$ cat config.mk
export PLATFORM = sky130hd
export DESIGN_NAME = count_ext_capture
export DESIGN_NICKNAME = d
export VERILOG_FILES = /design/src/rtl/count_ext_capture.sv
export SDC_FILE = /design/constraint.sdc
export NUM_CORES = 1
export LEC_CHECK = 0
export ABC_AREA = 1
export CAP_MARGIN = 20
export CORE_MARGIN = 2
export CORE_UTILIZATION = 39
export DETAILED_ROUTE_END_ITERATION = 10
export GPL_TIMING_DRIVEN = 0
export PLACE_DENSITY = 0.84
export SETUP_SLACK_MARGIN = 0.15
export SYNTH_ARGS = -nofsm -noshare
export SYNTH_HDL_FRONTEND = slang
export SYNTH_SLANG_ARGS = --single-unit
$ cat constraint.sdc
create_clock -name clk -period 1.6 [get_ports clk]
set_clock_uncertainty 0.15 [all_clocks]
set_input_delay 0.4 -clock clk [delete_from_list [all_inputs] [get_ports clk]]
set_output_delay 0.4 -clock clk [all_outputs]
set_load 0.01 [all_outputs]
$ cat src/rtl/count_ext_capture.sv
// Upper extension of a cascaded binary counter with compare match,
// overflow flag and a snapshot register read over valid/ready.
module count_ext_capture #(
  parameter int LOW_W  = 4,
  parameter int HIGH_W = 12
) (
  input  logic                    clk,
  input  logic                    reset,
  input  logic                    carry_in,
  input  logic [LOW_W-1:0]        low_val,
  input  logic                    load,
  input  logic [LOW_W+HIGH_W-1:0] load_val,
  input  logic                    cap_req,
  input  logic                    rd_ready,
  input  logic                    ovf_clr,
  input  logic [LOW_W+HIGH_W-1:0] match_val,
  output logic [HIGH_W-1:0]       high_val,
  output logic                    c_out,
  output logic [LOW_W+HIGH_W-1:0] cap_data,
  output logic                    cap_valid,
  output logic                    cap_miss,
  output logic                    ovf,
  output logic                    match
);

  logic                    all_ones;
  logic                    wrap;
  logic                    hs;
  logic                    take;
  logic                    drop;
  logic [LOW_W+HIGH_W-1:0] full_val;

  assign all_ones = &high_val;
  assign c_out    = carry_in & all_ones;
  assign wrap     = !load & c_out;
  assign full_val = {high_val, low_val};

  assign hs   = cap_valid & rd_ready;
  assign take = cap_req & (!cap_valid | hs);
  assign drop = cap_req & cap_valid & !rd_ready;

  always_ff @(posedge clk or negedge reset) begin
    if (!reset) begin
      high_val <= '0;
    end else if (load) begin
      high_val <= load_val[LOW_W+HIGH_W-1:LOW_W];
    end else if (carry_in) begin
      high_val <= high_val + 1'b1;
    end
  end

  // Wrap beats a simultaneous clear so an overflow is never lost.
  always_ff @(posedge clk or negedge reset) begin
    if (!reset) begin
      ovf <= 1'b0;
    end else if (wrap) begin
      ovf <= 1'b1;
    end else if (ovf_clr) begin
      ovf <= 1'b0;
    end
  end

  always_ff @(posedge clk or negedge reset) begin
    if (!reset) begin
      cap_data  <= '0;
      cap_valid <= 1'b0;
    end else if (take) begin
      cap_data  <= full_val;
      cap_valid <= 1'b1;
    end else if (hs) begin
      cap_valid <= 1'b0;
    end
  end

  always_ff @(posedge clk or negedge reset) begin
    if (!reset) begin
      cap_miss <= 1'b0;
    end else if (drop) begin
      cap_miss <= 1'b1;
    end else if (hs) begin
      cap_miss <= 1'b0;
    end
  end

  always_ff @(posedge clk or negedge reset) begin
    if (!reset) begin
      match <= 1'b0;
    end else begin
      match <= (full_val == match_val) & !load;
    end
  end

endmodule

==> flow_summary.toml, run 1 <==
[status]
status = "finished with violations"
violations = "setup timing"

[drt]
viasPerCell = 5.117
vias = 2108
dr.pass1.iters = 4
drc = 0
antenna_left = 0
wl_per_cell_um = 14.61
drtIter0Drc = 115
routed_wl_um = 6019

[clock_tree]
clockBufferDepth = 2
root_buffer = "clkbuf_8"
worstSkewPairLatency_ns = 0.29
cts_max_level = 2
clk_pin_slew_ns = 0.07
cts_buffers = 5
cts-hold-fix-buffers = 0
cts_tree = "built"
cts.sinks = 32

[sta]
layout_min_cycle_time_ns = 2.044
worst_slack_ns = -0.4444
drv_slew = 0
tightest_slew_ns = 0.7550
fmax_mhz = 489.1
relSlewSlack = 0.4966
rsz0062_at_grt = "true"
finalSetupViolCount = 3
fin_crit_sh = 1.278
hold_viol = 0

[die]
fp.dieH_um = 72.75
dieArea_sq_um = 5292
coreArea_sq_um = 4629
start_util = 0.3981
ios = 76
die_w_um = 72.75
fp-row-count = 25

[setup_path]
crit_start = "high_val[0]$_DFFE_PN0P_"
cp_common_cell = "nor3_4"
crit_path_max_incr_delay_ns = 0.39
worstPathArrival_ns = 1.49
ff2ff_path_depth = 8
crit_end = "c_out"
r2r_end = "high_val[10]$_DFFE_PN0P_"
critPathCaptureType = "primary output"
cpMaxStageDelayCell = "dfrtp_2"
crit_chain = "ha_4 > nand2_8 > nor3_4 > nand3_2 > nor3_4 > buf_2"
worstReg2RegStart = "high_val[0]$_DFFE_PN0P_"
critical_path_class = "reg2out"
crit_fanout = 2
start_kind = "flip-flop"
required_ns = 1.05
ff2ff_setup_slack_ns = 0

[placement]
io_buffer_count = 71
dp_hpwl_um = 3788
pre_cts_ws_ns = -0.6260
gp_congestion = 0.8708
dpl.cell_count = 364

[finish]
antenna_cells = 0
drive_gt1_frac = 0.3827
final_cells = 412
fin_nets = 402
syn2layout_area_growth_pct = 67.01
final_core_util = 0.6649

[min_path]
hp-class = "in2async"

[logic_synthesis]
seq_area_frac_synth = 0.4345
synth_seq_cells = 32
synth_cells = 239
synth_area_sq_um = 1843
synth.net_count = 283
synthDistinctLibCells = 31
yosys_warnings = 0
syn_avg_cell_area_sq_um = 7.711

[global_routing]
grt_pass1_vias = 2133
grt_max_degree = 33
antenna_found_initial = 0
track_usage = 0.2252
overflow = 0
grt_pass1_wl_um = 9301

[power]
power.density_nw_per_um2 = 839.0
p_leak_nw = 1.549
finalPower_w = 0.002583
peakVddDrop_mv = 0.4612

[run]
drv_cap = 0
[worst min-delay path by stage]
| stage | startpoint | end | slack [ns] |
|---|---|---|---|
| finish | reset | cap_data[0]$_DFFE_PN0P_ | 0.02 |
| global route | reset | cap_data[0]$_DFFE_PN0P_ | 0.06 |
| CTS | reset | high_val[6]$_DFFE_PN0P_ | 0.04 |
| detailed placement | cap_data[5]$_DFFE_PN0P_ | cap_data[5]$_DFFE_PN0P_ | 0.32 |
| global placement | cap_data[9]$_DFFE_PN0P_ | cap_data[9]$_DFFE_PN0P_ | 0.32 |
| floorplan | reset | cap_data[0]$_DFFE_PN0P_ | -0.05 |
[synthesized netlist by cell type]
cell type  number  area, sq um
buf_4           1        7.510
nor2_2          1        6.260
nand2_4         3        33.78
clkinv_4        2        17.52
nand4_1         3        18.77
o211ai_1        2        15.01
a22oi_1         9        67.56
o21ai_0        21        105.1
nor3_4          1        16.27
clkbuf_1        2        7.510
inv_2           4        15.01
o21ai_1         3        15.01
xnor2_1         4        35.03
nor3_2          1        10.01
nand3_1        15        75.07
nor2_4          1        11.26
o31ai_1         1        7.510
a21oi_1         1        5.000
nand2_2         2        12.51
xor2_1          2        17.52
dfrtp_1        32        800.8
mux2_2          1        11.26
o22ai_1         1        6.260
ha_1            1        12.51
mux2_4          1        15.01
inv_1          32        120.1
nand2_8         1        20.02
nand3_2         2        20.02
nand2_1        70        262.8
buf_2           3        15.01
nor2_1         16        60.06
[what timing repair did]
| item | in CTS | in global routing |
|---|---|---|
| pin swaps | 6 | 15 |
| endpoints found under the setup margin | 60 | 49 |
| resized for setup | 126 | 62 |
| buffers inserted | 26 | 15 |
[final cells by class]
type | count | area [sq um]
inverter | 38 | 161.4
clock buffer | 7 | 96.34
buffer | 6 | 48.80
tap | 54 | 67.56
fill | 388 | 1551
sequential | 32 | 812.0
multi-input combinational | 163 | 957.2
timing repair buffer | 112 | 934.6
[metal layers]
metal,share of wire,GRT usage,up-vias,wire length (um)
li1,-,-,1001,-
met1,0.40,0.2636,979,2421
met2,0.49,0.3788,102,2930
met3,0.083,0.07182,26,500
met4,0.028,0.09671,0,167
met5,0,0,-,0
[cells by family (layout without fill, tap and decap cells)]
| group | Yosys count | in the layout | share of synthesized area |
|---|---|---|---|
| compound gates | 38 | 38 | 0.1202 |
| fa+ha+maj | 1 | 1 | 0.006788 |
| flops | 32 | 32 | 0.4345 |
| simple gates | 116 | 116 | 0.2967 |
| buf+inv | 44 | 163 | 0.09912 |
| xor+xnor | 6 | 6 | 0.02851 |
| mux | 2 | 2 | 0.01425 |
[worst max-delay path: cells and delay by family, from the launching register on]
family	cells	cell delay, ns
fa+ha+maj	1	0.18
buf+inv	1	0.15
flops	1	0.39
simple gates	4	0.49
[power by group]
group          switching (W)  internal [W]  total, W
registers          0.0000735      0.000920  0.000993
clock network       0.000304      0.000383  0.000687
logic               0.000448      0.000454  0.000903
total               0.000826       0.00176   0.00258
[metrics by stage]
| stage | setup TNS [ns] | instance area [sq um] | hold slack [ns] |
|---|---|---|---|
| 5_1_grt | -0.6768 | 3078 | 0.06389 |
| 3_3_place_gp | -26.68 | 2643 | 0.3157 |
| 6_report | -0.5224 | 3078 | 0.02049 |
| 2_1_floorplan | -0.07498 | 1864 | -0.04559 |
| 4_1_cts | -0.9705 | 2970 | 0.04250 |
| 3_5_place_dp | -7.158 | 2638 | 0.3229 |
[registers in the layout (all words and copies together), names as in the netlist]
register   cells
cap_miss       1
ovf            1
high_val      12
cap_valid      1
match          1
cap_data      16
[layout by cell type, fill, tap and decap left out, types with 12 or more instances in the layout]
master | netlist | layout
buf_6 | 0 | 20
buf_2 | 3 | 20
inv_1 | 32 | 29
buf_4 | 1 | 31
dfrtp_1 | 32 | 23
nor2_1 | 16 | 12
clkdlybuf4s50_1 | 0 | 34
o21ai_0 | 21 | 16
nand2_1 | 70 | 65
(Power assumes the default switching activity.)
==> run 2: changes to the inputs <==
--- a/config.mk
+++ b/config.mk
@@ -16,3 +16,4 @@
 export SYNTH_ARGS = -nofsm -noshare
 export SYNTH_HDL_FRONTEND = slang
 export SYNTH_SLANG_ARGS = --single-unit
+export TNS_END_PERCENT = 10
==> flow_summary.toml, run 2 (same netlist as run 1, synthesis figures left out) <==
[status]
status = "finished with violations"
violations = "setup timing"

[drt]
drtIter0Drc = 155
antenna_left = 0
dr.pass1.iters = 5
drc = 0
routed_wl_um = 5608
vias = 1984
wl_per_cell_um = 14.38
viasPerCell = 5.087

[sta]
layout_min_cycle_time_ns = 2.015
drv_slew = 0
hold_viol = 0
rsz0062_at_grt = "true"
fmax_mhz = 496.3
finalSetupViolCount = 1
fin_crit_sh = 1.259
relSlewSlack = 0.5188
worst_slack_ns = -0.4148
tightest_slew_ns = 0.7218
finalSetupTns_ns = -0.4148

[die]
start_util = 0.3981
fp-row-count = 25
die_w_um = 72.75
ios = 76
dieArea_sq_um = 5292
coreArea_sq_um = 4629
fp.dieH_um = 72.75

[finish]
multi_input_area_sq_um = 940.9
mostFrequentLayoutCell = "nand2_1"
mostFrequentLayoutCells = "nand2_1, clkdlybuf4s50_1, inv_1"
syn2layout_area_growth_pct = 55.74
reg_top3 = "cap_data x16, high_val x12"
num-fill-cells = 417
antenna_cells = 0
seq_area_sq_um = 812.0
final_cells = 390
fin_nets = 380
drive_gt1_frac = 0.3274
regMostFlops = "cap_data"
largest_reg_flops = 16
postLayoutCellArea_sq_um = 2870

[setup_path]
cpMaxStageDelayCell = "dfrtp_1"
required_ns = 1.05
crit_chain = "buf_4 > nand2_1 > nor2_2 > nand3_2 > nor3_4 > buf_2"
critPathCaptureType = "primary output"
critical_path_class = "reg2out"
crit_fanout = 8
worstPathArrival_ns = 1.46
start_kind = "flip-flop"
crit_path_max_incr_delay_ns = 0.37
worstPathBufferInverterCount = 2
crit_family = "simple AND/OR/NAND/NOR gates"

[placement]
gp_congestion = 0.8708
io_buffer_count = 71
dp_hpwl_um = 3788
pre_cts_ws_ns = -0.6260
dpl-instance-area_sq_um = 2638
dpl.cell_count = 364

[min_path]
hp-class = "in2async"

[clock_tree]
cts_tree = "built"
cts_max_level = 2
cts_buffers = 5
worstSkewPairLatency_ns = 0.29
clockBufferDepth = 2
root_buffer = "clkbuf_8"
cts.sinks = 32
clk_pin_slew_ns = 0.07

[power]
pwr-share-clk = 0.276
power.density_nw_per_um2 = 862.9
comb_power_share = 0.322
power_switching_w = 0.0007882
peakVddDrop_mv = 0.4412
intPower_w = 0.001688
p_leak_nw = 1.456
p_seq_frac = 0.402
switching_share = 0.3183

[global_routing]
track_usage = 0.2196
antenna_found_initial = 0
overflow = 0
grt_pass1_wl_um = 8997
grt_pass1_vias = 2027
grt_max_degree = 33

[run]
drv_cap = 0
run 2: cell types whose count changed in the layout (fill, tap and decap cells not counted), moves of 2 or more:
cell / previous run / this run
xnor2_1: 4 / 1
nand3_2: 8 / 5
buf_4: 31 / 15
o21ai_1: 7 / 3
nand3_1: 8 / 12
nor2_1: 12 / 14
nand2_2: 7 / 5
xnor2_2: 0 / 3
buf_6: 20 / 13
o21ai_0: 16 / 21
inv_2: 4 / 6
run 2: power by group through the flow:
stage,registers (W),clock network [W],logic (W)
after floorplan,0.00107,0,0.000279
after global placement,0.00103,0,0.000711
after detailed placement,0.00103,0,0.000728
after CTS,0.000996,0.000687,0.000798
after global routing,0.00101,0.000725,0.000875
final,0.000994,0.000684,0.000799
run 2: what timing repair did:
| item | 4_1_cts | 5_1_grt |
|---|---|---|
| hold buffers | 0 | 0 |
| buffers inserted | 16 | 3 |
| pin swaps | 6 | 10 |
| resized for setup | 124 | 46 |
| setup endpoints to repair | 60 | 42 |
run 2: per-stage QoR:
step / utilization / total power [W] / hold WS [ns]
final: 0.6200 / 0.002477 / 0.01330
after global routing: 0.6200 / 0.002606 / 0.07426
after CTS: 0.6251 / 0.002481 / 0.04250
after detailed placement: 0.5697 / 0.001758 / 0.3229
after global placement: 0.5708 / 0.001740 / 0.3157
after floorplan: - / 0.001346 / -0.04559
run 2: cell type report:
class | instances | area share
plain buffers | 6 | 0.01700
clock buffers | 7 | 0.03357
inverters | 38 | 0.05405
multi-input cells | 163 | 0.3278
flip-flops and latches | 32 | 0.2829
well taps | 54 | 0.02354
repair buffers | 90 | 0.2611
run 2: path summary, 6_finish.rpt:
path                                               start                        to  slack, ns  cells after the start
worst max-delay path             high_val[7]$_DFFE_PN0P_                     c_out      -0.41                      6
worst min-delay path                               reset   cap_data[0]$_DFFE_PN0P_       0.01                      1
worst max register to register   high_val[8]$_DFFE_PN0P_  high_val[11]$_DFFE_PN0P_       0.11                      8
worst min register to register  cap_data[12]$_DFFE_PN0P_  cap_data[12]$_DFFE_PN0P_       0.33                      2
max in group asynchronous                          reset   high_val[0]$_DFFE_PN0P_       0.78                      1
min in group clk                cap_data[12]$_DFFE_PN0P_  cap_data[12]$_DFFE_PN0P_       0.33                      2
run 2: routing by layer:
layer  part of all wire  global-route usage
met1               0.41              0.2614
met2               0.49              0.3596
met3              0.073             0.06215
met4              0.028              0.1152
met5                  0                   0
==> run 3: changes to the inputs <==
--- a/config.mk
+++ b/config.mk
@@ -7,6 +7,7 @@
 export LEC_CHECK = 0
 export ABC_AREA = 1
 export CAP_MARGIN = 20
+export CORE_ASPECT_RATIO = 0.8
 export CORE_MARGIN = 2
 export CORE_UTILIZATION = 39
 export DETAILED_ROUTE_END_ITERATION = 10
==> flow_summary.toml, run 3 (same netlist as run 1, synthesis figures left out) <==
[status]
status = "finished with violations"
violations = "hold timing, setup timing"

[setup_path]
start_kind = "flip-flop"
crit_path_max_incr_delay_ns = 0.39
cpMaxStageDelayCell = "dfrtp_2"
critical_path_class = "reg2out"
cp_common_cell = "nor3_4"
worstPathArrival_ns = 1.47
ff2ff_setup_slack_ns = 0.12
ff2ff_path_depth = 9
required_ns = 1.05
crit_fanout = 2
critPathCaptureType = "primary output"
crit_chain = "ha_4 > nand2_8 > nor3_4 > nand3_2 > nor3_4 > buf_2"

[global_routing]
grt_max_degree = 33
grt_pass1_vias = 1830
antenna_found_initial = 0
overflow = 0
track_usage = 0.2170
grt_pass1_wl_um = 8680

[sta]
drv_slew = 0
tightest_slew_ns = 0.6985
worst_slack_ns = -0.4182
fmax_mhz = 495.5
hold_viol = 1
layout_min_cycle_time_ns = 2.018
finalSetupViolCount = 1
relSlewSlack = 0.5343
rsz0062_at_grt = "true"
holdWs_ns = -0.0006168
fin_crit_sh = 1.261

[die]
start_util = 0.4033
dieArea_sq_um = 5295
ios = 76
fp-row-count = 22
coreArea_sq_um = 4569
die_w_um = 80.86
fp.dieH_um = 65.49

[clock_tree]
cts_max_level = 2
cts-hold-fix-buffers = 0
root_buffer = "clkbuf_8"
cts.sinks = 32
clockBufferDepth = 2
cts_buffers = 5
clk_pin_slew_ns = 0.07
cts_tree = "built"
worstSkewPairLatency_ns = 0.29

[power]
p_seq_frac = 0.420
intPower_w = 0.001594
pwr-share-clk = 0.257
p_leak_nw = 1.425
switching_share = 0.3279
power_switching_w = 0.0007774
power.density_nw_per_um2 = 841.8
comb_power_share = 0.322
peakVddDrop_mv = 0.4037

[finish]
syn2layout_area_growth_pct = 52.82
mostFrequentLayoutCells = "nand2_1, clkdlybuf4s50_1, inv_1"
largest_reg_flops = 16
mostFrequentLayoutCell = "nand2_1"
regMostFlops = "cap_data"
reg_top3 = "cap_data x16, high_val x12"
fin_nets = 380
final_cells = 397
drive_gt1_frac = 0.3116
antenna_cells = 0
postLayoutCellArea_sq_um = 2816

[drt]
antenna_left = 0
viasPerCell = 4.912
wl_per_cell_um = 13.64
drc = 0
vias = 1950
dr.pass1.iters = 4
routed_wl_um = 5417
drtIter0Drc = 125

[placement]
dpl-instance-area_sq_um = 2645
dpl.cell_count = 370
gp_congestion = 0.9154
dp_hpwl_um = 3736
io_buffer_count = 71

[min_path]
hp-class = "in2async"

[run]
drv_cap = 0
-- run 3: what timing repair did --
| item | 4_1_cts | 5_1_grt |
|---|---|---|
| endpoints found under the setup margin | 58 | 55 |
| setup buffers | 12 | 7 |
| resized for setup | 116 | 42 |
| cloned | 0 | 0 |
| pin swaps | 5 | 11 |
-- run 3: power by group through the flow --
stage               Sequential, W  Combinational, W  Clock, W
finish                   0.000997          0.000764  0.000610
global route              0.00101          0.000841  0.000662
CTS                       0.00100          0.000761  0.000613
detailed placement        0.00103          0.000723         0
global placement          0.00103          0.000713         0
floorplan                 0.00107          0.000279         0
-- run 3: area by class of cell --
| type | count | area, sq um |
|---|---|---|
| repair buffers | 90 | 740.7 |
| inverters | 38 | 157.7 |
| clock buffers | 7 | 76.32 |
| well taps | 60 | 75.07 |
| flip-flops and latches | 32 | 812.0 |
| clock inverters | 1 | 5.005 |
| multi-input cells | 163 | 910.9 |
| plain buffers | 6 | 38.79 |
| fillers | 419 | 1753 |
-- run 3: routing by layer --
metal  up-vias  wire length, um  GRT usage
met2        88             2479     0.3481
met5         -                0          0
li1        964                -          -
met1       889             2431     0.2976
met3         9              439    0.03846
met4         0               67    0.06992
-- run 3: worst paths after layout --
kind,from,to
max,high_val[1]$_DFFE_PN0P_,c_out
min,reset,high_val[0]$_DFFE_PN0P_
max reg2reg,high_val[1]$_DFFE_PN0P_,high_val[10]$_DFFE_PN0P_
min reg2reg,cap_data[14]$_DFFE_PN0P_,cap_data[14]$_DFFE_PN0P_
max in group asynchronous,reset,high_val[6]$_DFFE_PN0P_
min in group clk,cap_data[14]$_DFFE_PN0P_,cap_data[14]$_DFFE_PN0P_
-- run 3: worst max-delay path, delay by kind of cell (launching register included) --
| family | cells | cell delay (ns) |
|---|---|---|
| buffers and inverters | 1 | 0.15 |
| adders and majority gates | 1 | 0.17 |
| and+or+nand+nor | 4 | 0.47 |
| DFF | 1 | 0.39 |
-- run 3: through the flow --
stage	total power (W)	TNS [ns]	utilization	worst slack, ns
finish	0.002371	-0.4182	0.6164	-0.4182
global route	0.002517	-0.5200	0.6164	-0.5200
CTS	0.002375	-0.7096	0.6186	-0.4308
detailed placement	0.001752	-6.398	0.5789	-0.6381
global placement	0.001740	-26.16	0.5800	-0.7345
floorplan	0.001346	-0.07498	-	-0.07498
==> edit (settings of run 1) <==
The parameter `LOW_W` goes from 4 to 5.
--- a/src/rtl/count_ext_capture.sv
+++ b/src/rtl/count_ext_capture.sv
@@ -2,5 +2,5 @@
 // overflow flag and a snapshot register read over valid/ready.
 module count_ext_capture #(
-  parameter int LOW_W  = 4,
+  parameter int LOW_W  = 5,
   parameter int HIGH_W = 12
 ) (
Interface: changed (resized cap_data, load_val, low_val and match_val); port bits go from 76 to 80. The function was not compared with the original's and may differ.
==> edit against run 1 <==
The flow still finishes with violations (negative setup slack). Sequential cell count rose by 1. Worst setup slack got worse by 0.022 ns. Non-clock buffer count fell by 7. Design area rose by 0.69%. Cell count rose by 1.9%. Worst hold slack improved by 0.0042 ns. Wire length rose by 5.4%. Total power rose by 6.1%. Area after synthesis rose by 0.48%. Critical path depth did not move. Global-route usage rose by 0.77 points. Sequential share of layout area rose by 0.59 points. Critical path type unchanged. Critical endpoint unchanged. Highest routed layer unchanged.
==> edit: results (changes against run 1) <==
[setup_path]
critPathSlowestCell=dfrtp_1
reg2reg_to=high_val[9]
arrival_ns=1.52  ; +0.03 ns
worst_r2r_path_depth=10  ; +2

[timing]
fin_tns_setup_ns=-0.746  ; -0.224 ns
setup_ws_ns=-0.466  ; -0.0215 ns
tightest_slew_ns=0.750  ; -0.00456 ns
hold_ws_ns=0.0246  ; +0.00415 ns
setup_viol=5  ; +2

[yosys]
syn_nets=298  ; +5.3%
ys_top_cells_by_area=dfrtp_1 45%, nand2_1 17%, inv_1 7.3%
ys_top_cells_by_count=82 x nand2_1, 36 x inv_1, 33 x dfrtp_1
syn_inst=251  ; +5.0%
ys_types=28  ; -9.7%

[grt]
grt_util_all_layers=0.233  ; +0.00769
use_met3=0.0677  ; -0.00414
grt_max_degree=34  ; +3.0%
gr-usage-met1=0.273  ; +0.00923
use_met2=0.397  ; +0.0182

[power_and_ir_drop]
p_int_mw=1.89  ; +7.8%
ir_drop_mv=0.716  ; +55%
p_leak_nw=1.58  ; +2.1%
powerClk_mw=0.823  ; +20%

[cts]
cts_resized=168  ; +33%

[place]
portBuffers=74  ; +4.2%
routabilityCongestion=0.854  ; -1.9%
dp.cells=379  ; +4.1%
dp_hpwl_um=3760  ; -0.68%

[route]
post_drt_wl_per_cell_um=15.1  ; +3.4%
drtIter0Drc=92  ; -20%
vias=2167  ; +2.8%
routed_wl_um=6350  ; +5.4%

[final_layout]
top_regs=cap_data: 17 flops, high_val: 12 flops
fin_nets=412  ; +2.5%
drive_gt1_frac=0.344  ; -0.0384

[status]
status=finished, violations left
violations=negative setup slack

==> edit: layout make-up <==
class / instances / area, sq um
buffer: 5 / 35.0
tap: 54 / 67.6
timing repair buffer: 106 / 915
sequential: 33 / 836
fill: 370 / 1560
timing repair inverter: 1 / 7.51
clock buffer: 7 / 86.3
inverter: 41 / 158
clock inverter: 1 / 30.0
multi-input combinational: 172 / 965
==> edit: cells by family after synthesis <==
kind of cell,Yosys count,synth area share
AO/OA/AOI/OAI,41,0.128
XOR/XNOR,5,0.0237
adder cells (fa/ha/maj),1,0.00676
buffers and inverters,46,0.0966
flip-flops,33,0.446
multiplexers,1,0.00608
AND/OR/NAND/NOR,124,0.293
==> edit: routing by layer <==
| layer | wire length, um | up-vias |
|---|---|---|
| met2 | 3220 | 117 |
| met5 | 0 | - |
| met1 | 2440 | 994 |
| met4 | 242 | 0 |
| met3 | 436 | 34 |
| li1 | - | 1022 |
